## src/rtl/mem_stage.sv

```systemverilog
`default_nettype none
// ============================================================================
// Module   : mem_stage
// Purpose  : Pipeline memory stage. Passes ALU results through and runs
//            loads/stores against a byte-serial memory controller.
// Revision : 1.0 - initial release
// ============================================================================
module mem_stage #(
    parameter int OPT_W = 6,
    parameter int XLEN  = 32
) (
    input  logic             clk,
    input  logic             rst,
    input  logic             rdy,
    input  logic [OPT_W-1:0] inst_i,
    input  logic [4:0]       rd_i,
    input  logic [XLEN-1:0]  vd_i,
    input  logic [XLEN-1:0]  addr_i,
    input  logic             w_enable_i,
    output logic             mem_req,
    output logic             mem_rw,
    output logic [XLEN-1:0]  mem_addr,
    output logic [1:0]       mem_len,
    output logic [XLEN-1:0]  mem_wdata,
    input  logic             mem_done,
    input  logic [XLEN-1:0]  mem_rdata,
    output logic [OPT_W-1:0] inst_o,
    output logic [4:0]       rd_o,
    output logic [XLEN-1:0]  vd_o,
    output logic             w_enable_o,
    output logic             stall_req,
    output logic             load_busy
);

    localparam logic [OPT_W-1:0] OP_ZERO = OPT_W'(0);
    localparam logic [OPT_W-1:0] OP_LB   = OPT_W'(20);
    localparam logic [OPT_W-1:0] OP_LH   = OPT_W'(21);
    localparam logic [OPT_W-1:0] OP_LW   = OPT_W'(22);
    localparam logic [OPT_W-1:0] OP_LBU  = OPT_W'(23);
    localparam logic [OPT_W-1:0] OP_LHU  = OPT_W'(24);
    localparam logic [OPT_W-1:0] OP_SB   = OPT_W'(25);
    localparam logic [OPT_W-1:0] OP_SH   = OPT_W'(26);
    localparam logic [OPT_W-1:0] OP_SW   = OPT_W'(27);

    typedef enum logic [1:0] {
        S_IDLE = 2'd0,
        S_BUSY = 2'd1,
        S_DONE = 2'd2
    } state_t;

    state_t           state;
    state_t           next_state;
    logic [OPT_W-1:0] op_q;
    logic [XLEN-1:0]  result;

    function automatic logic is_load(input logic [OPT_W-1:0] op);
        return (op == OP_LB) || (op == OP_LH) || (op == OP_LW) ||
               (op == OP_LBU) || (op == OP_LHU);
    endfunction

    function automatic logic is_store(input logic [OPT_W-1:0] op);
        return (op == OP_SB) || (op == OP_SH) || (op == OP_SW);
    endfunction

    function automatic logic [1:0] len_of(input logic [OPT_W-1:0] op);
        if (op == OP_LB || op == OP_LBU || op == OP_SB)
            return 2'd0;
        else if (op == OP_LH || op == OP_LHU || op == OP_SH)
            return 2'd1;
        else
            return 2'd3;
    endfunction

    function automatic logic [XLEN-1:0] extend(input logic [OPT_W-1:0] op,
                                               input logic [XLEN-1:0]  d);
        if (op == OP_LB)
            return {{(XLEN-8){d[7]}}, d[7:0]};
        else if (op == OP_LH)
            return {{(XLEN-16){d[15]}}, d[15:0]};
        else if (op == OP_LBU)
            return {{(XLEN-8){1'b0}}, d[7:0]};
        else if (op == OP_LHU)
            return {{(XLEN-16){1'b0}}, d[15:0]};
        else if (op == OP_LW)
            return d;
        else
            return '0;
    endfunction

    always_ff @(posedge clk) begin
        if (rst)
            state <= S_IDLE;
        else if (rdy)
            state <= next_state;
    end

    // DONE always returns to IDLE so the still-present memory opcode cannot relaunch.
    always_comb begin
        next_state = state;
        case (state)
            S_IDLE: if (is_load(inst_i) || is_store(inst_i)) next_state = S_BUSY;
            S_BUSY: if (mem_done) next_state = S_DONE;
            S_DONE: next_state = S_IDLE;
            default: next_state = S_IDLE;
        endcase
    end

    always_ff @(posedge clk) begin
        if (rst) begin
            mem_req   <= 1'b0;
            mem_rw    <= 1'b0;
            mem_addr  <= '0;
            mem_len   <= 2'd0;
            mem_wdata <= '0;
            result    <= '0;
            op_q      <= '0;
        end else if (rdy) begin
            if (state == S_IDLE && (is_load(inst_i) || is_store(inst_i))) begin
                mem_req   <= 1'b1;
                mem_rw    <= is_store(inst_i);
                mem_addr  <= addr_i;
                mem_len   <= len_of(inst_i);
                mem_wdata <= vd_i;
                op_q      <= inst_i;
            end else if (state == S_BUSY && mem_done) begin
                mem_req <= 1'b0;
                result  <= extend(op_q, mem_rdata);
            end
        end
    end

    always_comb begin
        inst_o     = inst_i;
        rd_o       = rd_i;
        vd_o       = vd_i;
        w_enable_o = w_enable_i;
        stall_req  = 1'b0;
        load_busy  = 1'b0;
        if (rst) begin
            inst_o     = '0;
            rd_o       = '0;
            vd_o       = '0;
            w_enable_o = 1'b0;
        end else begin
            case (state)
                S_IDLE: begin
                    if (is_load(inst_i) || is_store(inst_i)) begin
                        stall_req  = 1'b1;
                        w_enable_o = 1'b0;
                        vd_o       = '0;
                        load_busy  = is_load(inst_i);
                    end else if (inst_i == OP_ZERO) begin
                        rd_o       = '0;
                        w_enable_o = 1'b0;
                    end
                end
                S_BUSY: begin
                    stall_req  = 1'b1;
                    w_enable_o = 1'b0;
                    vd_o       = '0;
                    load_busy  = is_load(op_q);
                end
                S_DONE: begin
                    vd_o       = result;
                    w_enable_o = is_load(op_q) ? w_enable_i : 1'b0;
                end
                default: begin
                    stall_req = 1'b0;
                end
            endcase
        end
    end

endmodule
`default_nettype wire

```

## config.mk

```make
export PLATFORM = sky130hd
export DESIGN_NAME = mem_stage
export DESIGN_NICKNAME = d
export VERILOG_FILES = /design/src/rtl/mem_stage.sv
export SDC_FILE = /design/constraint.sdc
export NUM_CORES = 1
export LEC_CHECK = 0
export ABC_CLOCK_PERIOD_IN_PS = 2560
export CELL_PAD_IN_SITES_DETAIL_PLACEMENT = 1
export CELL_PAD_IN_SITES_GLOBAL_PLACEMENT = 1
export CORE_MARGIN = 2
export CORE_UTILIZATION = 31
export DETAILED_ROUTE_END_ITERATION = 7
export GPL_ROUTABILITY_DRIVEN = 1
export PLACE_DENSITY = 0.86
export RECOVER_POWER = 25
export SLEW_MARGIN = 20
export SYNTH_ARGS = -nofsm -noshare
export SYNTH_HDL_FRONTEND = slang
export SYNTH_SLANG_ARGS = --single-unit
```

## constraint.sdc

```tcl
create_clock -name clk -period 2.56 [get_ports clk]
set_input_delay 0.256 -clock clk [delete_from_list [all_inputs] [get_ports clk]]
set_output_delay 0.256 -clock clk [all_outputs]
set_load 0.05 [all_outputs]
```

==> run_results.csv, run 1 <==
group,metric,value,unit
power,p_sw,1.14,mW
die,core,15300,um2
placed_design,io_buffers,225,
route,avgRoutedWirePerCell,16.7,um
clock_tree,insertion_delay,0.35,ns
sta,grt_setup_unrepaired,"false",
layout,num-nets-final,965,
sta,finClkSkew,0.00543,ns
global_routing,grt_max_degree,72,
min_path,hp-class,"input pin to register",
placed_design,gp_congestion,0.773,
route,drtIter0Drc,148,
yosys,synth.largest_area_cell,"dfxtp_1",
layout,seqCellArea,2160,um2
global_routing,use_met3,0.0553,
sta,fin_crit_sh,0.930,
sta,maxSlewHeadroom,0.553,
clock_tree,clkTransAtPathRegs,0.07,ns
min_path,worstHoldPathCells,2,
layout,multi_input_area,2420,um2
power,powerDensity,512,nW/um2
yosys,ys_top_cells_by_area,"dfxtp_1 44%, nand2_1 14%, a21oi_1 12%",
route,vias_per_cell,4.90,
critical_path,crit_fanout,16,
die,die_h,129,um
sta,maxSlewViolCount,0,
flow_run,cap_violations,0,
die,start_util,0.320,
global_routing,grt_pass1_wl,28200,um
route,routed_wirelength,17800,um
clock_tree,ctsHtreeMaxLevel,3,
min_path,holdPathEnd,"mem_addr[20]$_SDFFE_PP0P_",
layout,fillers,1810,
power,p_seq_frac,0.427,
layout,final_common_cell,"nand2_1",
power,p_sw_frac,0.282,
critical_path,path_cells,"dlygate4sd3_1 > nor2b_1 > a211oi_4 > buf_4 > o21ai_0 > a21oi_1 > buf_12",
layout,mostFrequentLayoutCells,"182 x nand2_1, 146 x clkdlybuf4s50_1, 120 x a21oi_1",
sta,fmax,420,MHz
route,first_pass_iters,4,
placed_design,numPlacedInstances,1052,
yosys,synth_edf_count,0,
yosys,syn_nets,757,
clock_tree,clockBufferDepth,2,
route,drc_errors,0,
critical_path,crit_path_top_delay_cell,"dlygate4sd3_1",
sta,setup_violations,0,
global_routing,antenna_found_initial,1,
yosys,ys_warn_count,0,
critical_path,cp-start-kind,"input pin",
sta,layout_min_cycle_time,2.38,ns
die,dieArea,16700,um2
critical_path,crit_path_end_kind,"output pin",
layout,fin_cells,1069,
yosys,syn_area,4880,um2
yosys,ys_types,44,
critical_path,r2r-start,"state[1]$_SDFFE_PP0P_",
die,die_x,129,um
critical_path,crit_required,2.30,ns
global_routing,track_usage,0.212,
sta,tightest_slew,0.673,ns
layout,area_growth,62.5,%
route,dr_total_vias,5240,
clock_tree,clock_sinks,108,
clock_tree,cts_root_buf,"clkbuf_16",
critical_path,rr_worst_depth,5,
yosys,seq_area_frac_synth,0.443,
min_path,hp-start,"rst",
power,peakVddDrop,0.000317,V
route,ant_nets,0,
power,leakagePower,2.87,nW
critical_path,r2r-end,"result[14]$_SDFFE_PP0P_",
critical_path,rrSetupSlack,0.38,ns
power,clkPwrFrac,0.340,
yosys,syn-instance-count,645,
power,p_int,2.91,mW
clock_tree,cts_made_buffers,9,
die,rows,45,
global_routing,grtUsageMet2,0.378,
critical_path,arrival,2.12,ns
global_routing,grt_pass1_vias,5512,
critical_path,critical_path.top_delay_family,"buffers and inverters",
critical_path,critical-path-max-stage-delay,0.55,ns
global_routing,use_met1,0.249,
power,combPwrFrac,0.233,
sta,hold_viol,0,
run_status,outcome,"finished clean",
yosys,async_flop_share,0,
yosys,synth_flop_cell,"dfxtp_1",
layout,drive_above_1_share,0.118,
die,pin_count,226,
yosys,yosysTopAreaCellShare,0.443,
global_routing,grt-ovfl-total,0,
critical_path,crit_buf_inv,3,
clock_tree,cts_tree,"built",
yosys,ys_ff_latch,108,
clock_tree,cts_hold_buf,0,
global_routing,grt_busiest_layer,"met2",
critical_path,critical_path_class,"input pin to output pin",
sta,setup_tns,0,ns
placed_design,post-dp-hpwl,13300,um
yosys,syn_avg_cell_area,7.56,um2
[stage by stage]
step	hold slack [ns]	total power, mW	util	setup WS, ns	cell area, um2
floorplan	0.392	2.23	-	0.0154	4880
global placement	0.440	2.71	0.502	0.284	7660
detailed placement	0.446	2.73	0.502	0.191	7660
CTS	0.279	4.13	0.521	0.000629	7950
global route	0.293	4.24	0.519	0.0491	7920
finish	0.293	4.06	0.519	0.179	7920
[power by group through the flow]
stage | Combinational, mW | Sequential [mW] | Clock (mW)
after floorplan | 0.371 | 1.86 | 0
after global placement | 0.944 | 1.77 | 0
after detailed placement | 0.956 | 1.77 | 0
after CTS | 0.962 | 1.73 | 1.43
after global routing | 0.999 | 1.74 | 1.50
final | 0.945 | 1.73 | 1.38
[flip-flops by register name (all words and copies together), names as in the netlist]
name / count
mem_addr: 32
mem_len: 2
mem_req: 1
mem_rw: 1
mem_wdata: 32
op_q: 6
result: 32
state: 2
[kinds of logic after synthesis]
family	synth area share
flip-flops	0.443
AND/OR/NAND/NOR	0.248
buffers and inverters	0.0631
multiplexers	0.00411
XOR/XNOR	0.00513
AO/OA/AOI/OAI	0.237
[what timing repair did]
action / in CTS / in global routing
setup endpoints to repair: 2 / 1
pin swaps: 1 / 1
buffers inserted: 0 / 1
resized for setup: 1 / 0
[how the worst max path moves through the flow]
stage	startpoint	endpoint	slack, ns	cells after the start
floorplan	op_q[0]$_SDFFE_PP0P_	load_busy	0.02	4
global placement	inst_i[2]	vd_o[4]	0.28	7
detailed placement	inst_i[2]	vd_o[9]	0.19	7
CTS	op_q[0]$_SDFFE_PP0P_	w_enable_o	0.0006	5
global route	state[1]$_SDFFE_PP0P_	vd_o[27]	0.05	6
finish	inst_i[4]	vd_o[9]	0.18	7
[routing by layer]
layer / part of all wire / vias to the layer above
li1: - / 2586
met2: 0.50 / 139
met4: 0.016 / 0
met5: 0 / -
met3: 0.063 / 19
met1: 0.42 / 2496
[area by class of cell]
type | instances | share of cell area
diodes | 1 | 0.000316
clock buffers | 13 | 0.0316
flip-flops and latches | 108 | 0.273
well taps | 211 | 0.0333
inverters | 2 | 0.000947
multi-input cells | 479 | 0.306
clock inverters | 2 | 0.00442
repair buffers | 253 | 0.351
[worst register-to-register path, delay by kind of cell, from the launching register on]
kind | cells | cell delay, ns
AOI/OAI and AO/OA | 1 | 0.36
and+or+nand+nor | 2 | 0.54
buffers and inverters | 2 | 0.83
DFF | 1 | 0.34
[cell usage after synthesis, drive strengths merged, types with 2 or more instances]
master and number:
a211oi 10, a21o 9, a21oi 131, a22oi 8
and2 6, and4b 2, buf 18, clkbuf 38
dfxtp 108, inv 2, mux2i 2, nand2 182
nand2b 7, nand3 9, nand4b 2, nor2 31
nor2b 13, nor3 19, o21ai 33, xor2 2
No activity file was read; power rests on OpenSTA's default activity.
==> inputs of run 2 (changes only) <==
--- a/config.mk
+++ b/config.mk
@@ -5,7 +5,7 @@
 export SDC_FILE = /design/constraint.sdc
 export NUM_CORES = 1
 export LEC_CHECK = 0
-export ABC_CLOCK_PERIOD_IN_PS = 2560
+export ABC_CLOCK_PERIOD_IN_PS = 2900
 export CELL_PAD_IN_SITES_DETAIL_PLACEMENT = 1
 export CELL_PAD_IN_SITES_GLOBAL_PLACEMENT = 1
 export CORE_MARGIN = 2
==> constraint.sdc (replaced) <==
create_clock -name clk -period 2.9 [get_ports clk]
set_input_delay 0.29 -clock clk [delete_from_list [all_inputs] [get_ports clk]]
set_output_delay 0.29 -clock clk [all_outputs]
set_load 0.05 [all_outputs]
==> run 2 against run 1 <==
Final cell count shrank 0.65%. Critical path depth is the same. First-iteration DRC count grew 7.4%. Setup slack gained 0.14 ns. Register-to-register slack gained 0.36 ns. Routed wire length grew 2.9%. Sequential share of layout area grew 0.16 points. Power shrank 12%.
==> run_results.csv, run 2 (synthesis gave the netlist of run 1 again) <==
group,metric,value,unit
run_status,outcome,"finished clean",
critical_path,critical_path_class,"input pin to output pin",
sta,tightest_slew,1.08,ns
critical_path,cp-start-kind,"input pin",
min_path,hp-class,"input pin to register",
sta,grt_setup_unrepaired,"false",
power,peakVddDrop,0.000344,V
placed_design,post-dp-hpwl,13500,um
critical_path,rrSetupSlack,0.74,ns
layout,mostFrequentLayoutCells,"182 x nand2_1, 145 x clkdlybuf4s50_1, 120 x a21oi_1",
clock_tree,clockBufferDepth,2,
critical_path,critical-path-max-stage-delay,0.55,ns
layout,multi_input_area,2420,um2
clock_tree,post-cts-setup-buffers,0,
die,pin_count,226,
route,drc_errors,0,
sta,layout_min_cycle_time,2.59,ns
critical_path,crit_fanout,18,
clock_tree,cts_hold_buf,0,
clock_tree,clock_sinks,108,
sta,fmax,387,MHz
die,core,15300,um2
sta,setup_tns,0,ns
layout,seqCellArea,2160,um2
global_routing,grt-ovfl-total,0,
critical_path,crit_path_end_kind,"output pin",
sta,finClkSkew,0.00616,ns
global_routing,antenna_found_initial,0,
power,powerDensity,451,nW/um2
placed_design,place_area,7630,um2
placed_design,gp_congestion,0.798,
global_routing,grt_pass1_wl,28800,um
route,routed_wirelength,18300,um
sta,fin_crit_sh,0.891,
sta,setup_violations,0,
flow_run,cap_violations,0,
critical_path,critical_path.top_delay_family,"buffers and inverters",
layout,fillers,1832,
global_routing,grt_pass1_vias,5521,
route,dr_total_vias,5203,
die,rows,45,
route,ant_nets,0,
layout,largest_registers,"mem_addr (32), mem_wdata (32), result (32)",
layout,fin_cells,1062,
die,start_util,0.320,
critical_path,path_cells,"clkdlybuf4s50_1 > xor2_2 > a211oi_4 > buf_4 > o21ai_0 > a21oi_1 > buf_12",
sta,maxSlewHeadroom,0.279,
clock_tree,insertion_delay,0.35,ns
layout,num-nets-final,960,
clock_tree,clkTransAtPathRegs,0.06,ns
layout,area_growth,61.6,%
sta,fin_ws,0.315,ns
die,die_x,129,um
layout,final_common_cell,"nand2_1",
critical_path,arrival,2.30,ns
global_routing,track_usage,0.219,
placed_design,io_buffers,225,
critical_path,crit_required,2.61,ns
route,avgRoutedWirePerCell,17.3,um
clock_tree,cts_tree,"built",
sta,maxSlewViolCount,0,
sta,timing.hold.ws,0.310,ns
die,dieArea,16700,um2
clock_tree,cts_root_buf,"clkbuf_16",
global_routing,grt_max_degree,49,
clock_tree,cts_resized,0,
route,drtIter0Drc,159,
layout,drive_above_1_share,0.114,
placed_design,pre_cts_ws,0.300,ns
placed_design,numPlacedInstances,1048,
sta,hold_viol,0,
route,first_pass_iters,4,
clock_tree,cts_made_buffers,9,
route,vias_per_cell,4.90,
power,leakagePower,2.88,nW
critical_path,crit_path_top_delay_cell,"clkdlybuf4s50_1",
die,die_h,129,um
clock_tree,ctsHtreeMaxLevel,3,
critical_path,crit_buf_inv,3,
layout,n_antenna_cell,0,
layout,design_area,7880,um2
-- run 2: cell types whose count changed in the layout (fill, tap and decap cells not counted), sizes merged --
| cell | change |
|---|---|
| clkinv | +1 |
| clkdlybuf4s50 | -1 |
| buf | -6 |
| diode | -1 |
| dlygate4sd3 | +5 |
| clkbuf | -4 |
| bufinv | -1 |
-- run 2: path summary, 6_finish.rpt --
check,end,cells past startpoint,startpoint
hold / removal,op_q[4]$_SDFFE_PP0P_,2,rst
setup / recovery,vd_o[4],7,inst_i[3]
hold reg to reg,mem_addr[11]$_SDFFE_PP0P_,2,mem_addr[11]$_SDFFE_PP0P_
setup reg to reg,mem_rw$_SDFFE_PP0P_,5,state[0]$_SDFFE_PP0P_
-- run 2: through the flow --
step	power (mW)	util
6_report	3.55	0.516
2_1_floorplan	1.97	-
5_1_grt	3.68	0.516
3_3_place_gp	2.39	0.500
3_5_place_dp	2.41	0.500
4_1_cts	3.61	0.518
-- run 2: layout make-up --
class,count,share of cell area
clock inverter,2,0.00127
timing repair buffer,248,0.349
sequential,108,0.274
clock buffer,12,0.0338
multi-input combinational,479,0.307
tap,211,0.0335
inverter,2,0.000953
-- run 2: worst register-to-register path: stages (launching register included) --
cell and delay, ns:
dfxtp_1 0.43, nor2b_1 0.23, and4b_2 0.26, clkbuf_2 0.81, nand3_1 0.18, a21oi_1 0.18
-- run 2: layer usage --
metal | routed length (um) | global-route usage
met5 | 0 | 0
met4 | 361 | 0.0633
met3 | 1200 | 0.0619
met2 | 9230 | 0.394
met1 | 7530 | 0.255
-- run 2: power breakdown --
part | internal (mW) | leakage (nW) | switching, mW
registers | 1.51 | 0.873 | 0.0184
logic | 0.371 | 1.86 | 0.463
clock network | 0.642 | 0.140 | 0.546
total | 2.52 | 2.88 | 1.03
==> inputs of run 3 (changes only) <==
--- a/config.mk
+++ b/config.mk
@@ -18,3 +18,4 @@
 export SYNTH_ARGS = -nofsm -noshare
 export SYNTH_HDL_FRONTEND = slang
 export SYNTH_SLANG_ARGS = --single-unit
+export TNS_END_PERCENT = 20
==> results of run 3 <==
Final layout, timing and power as in run 2 (identical DEF).
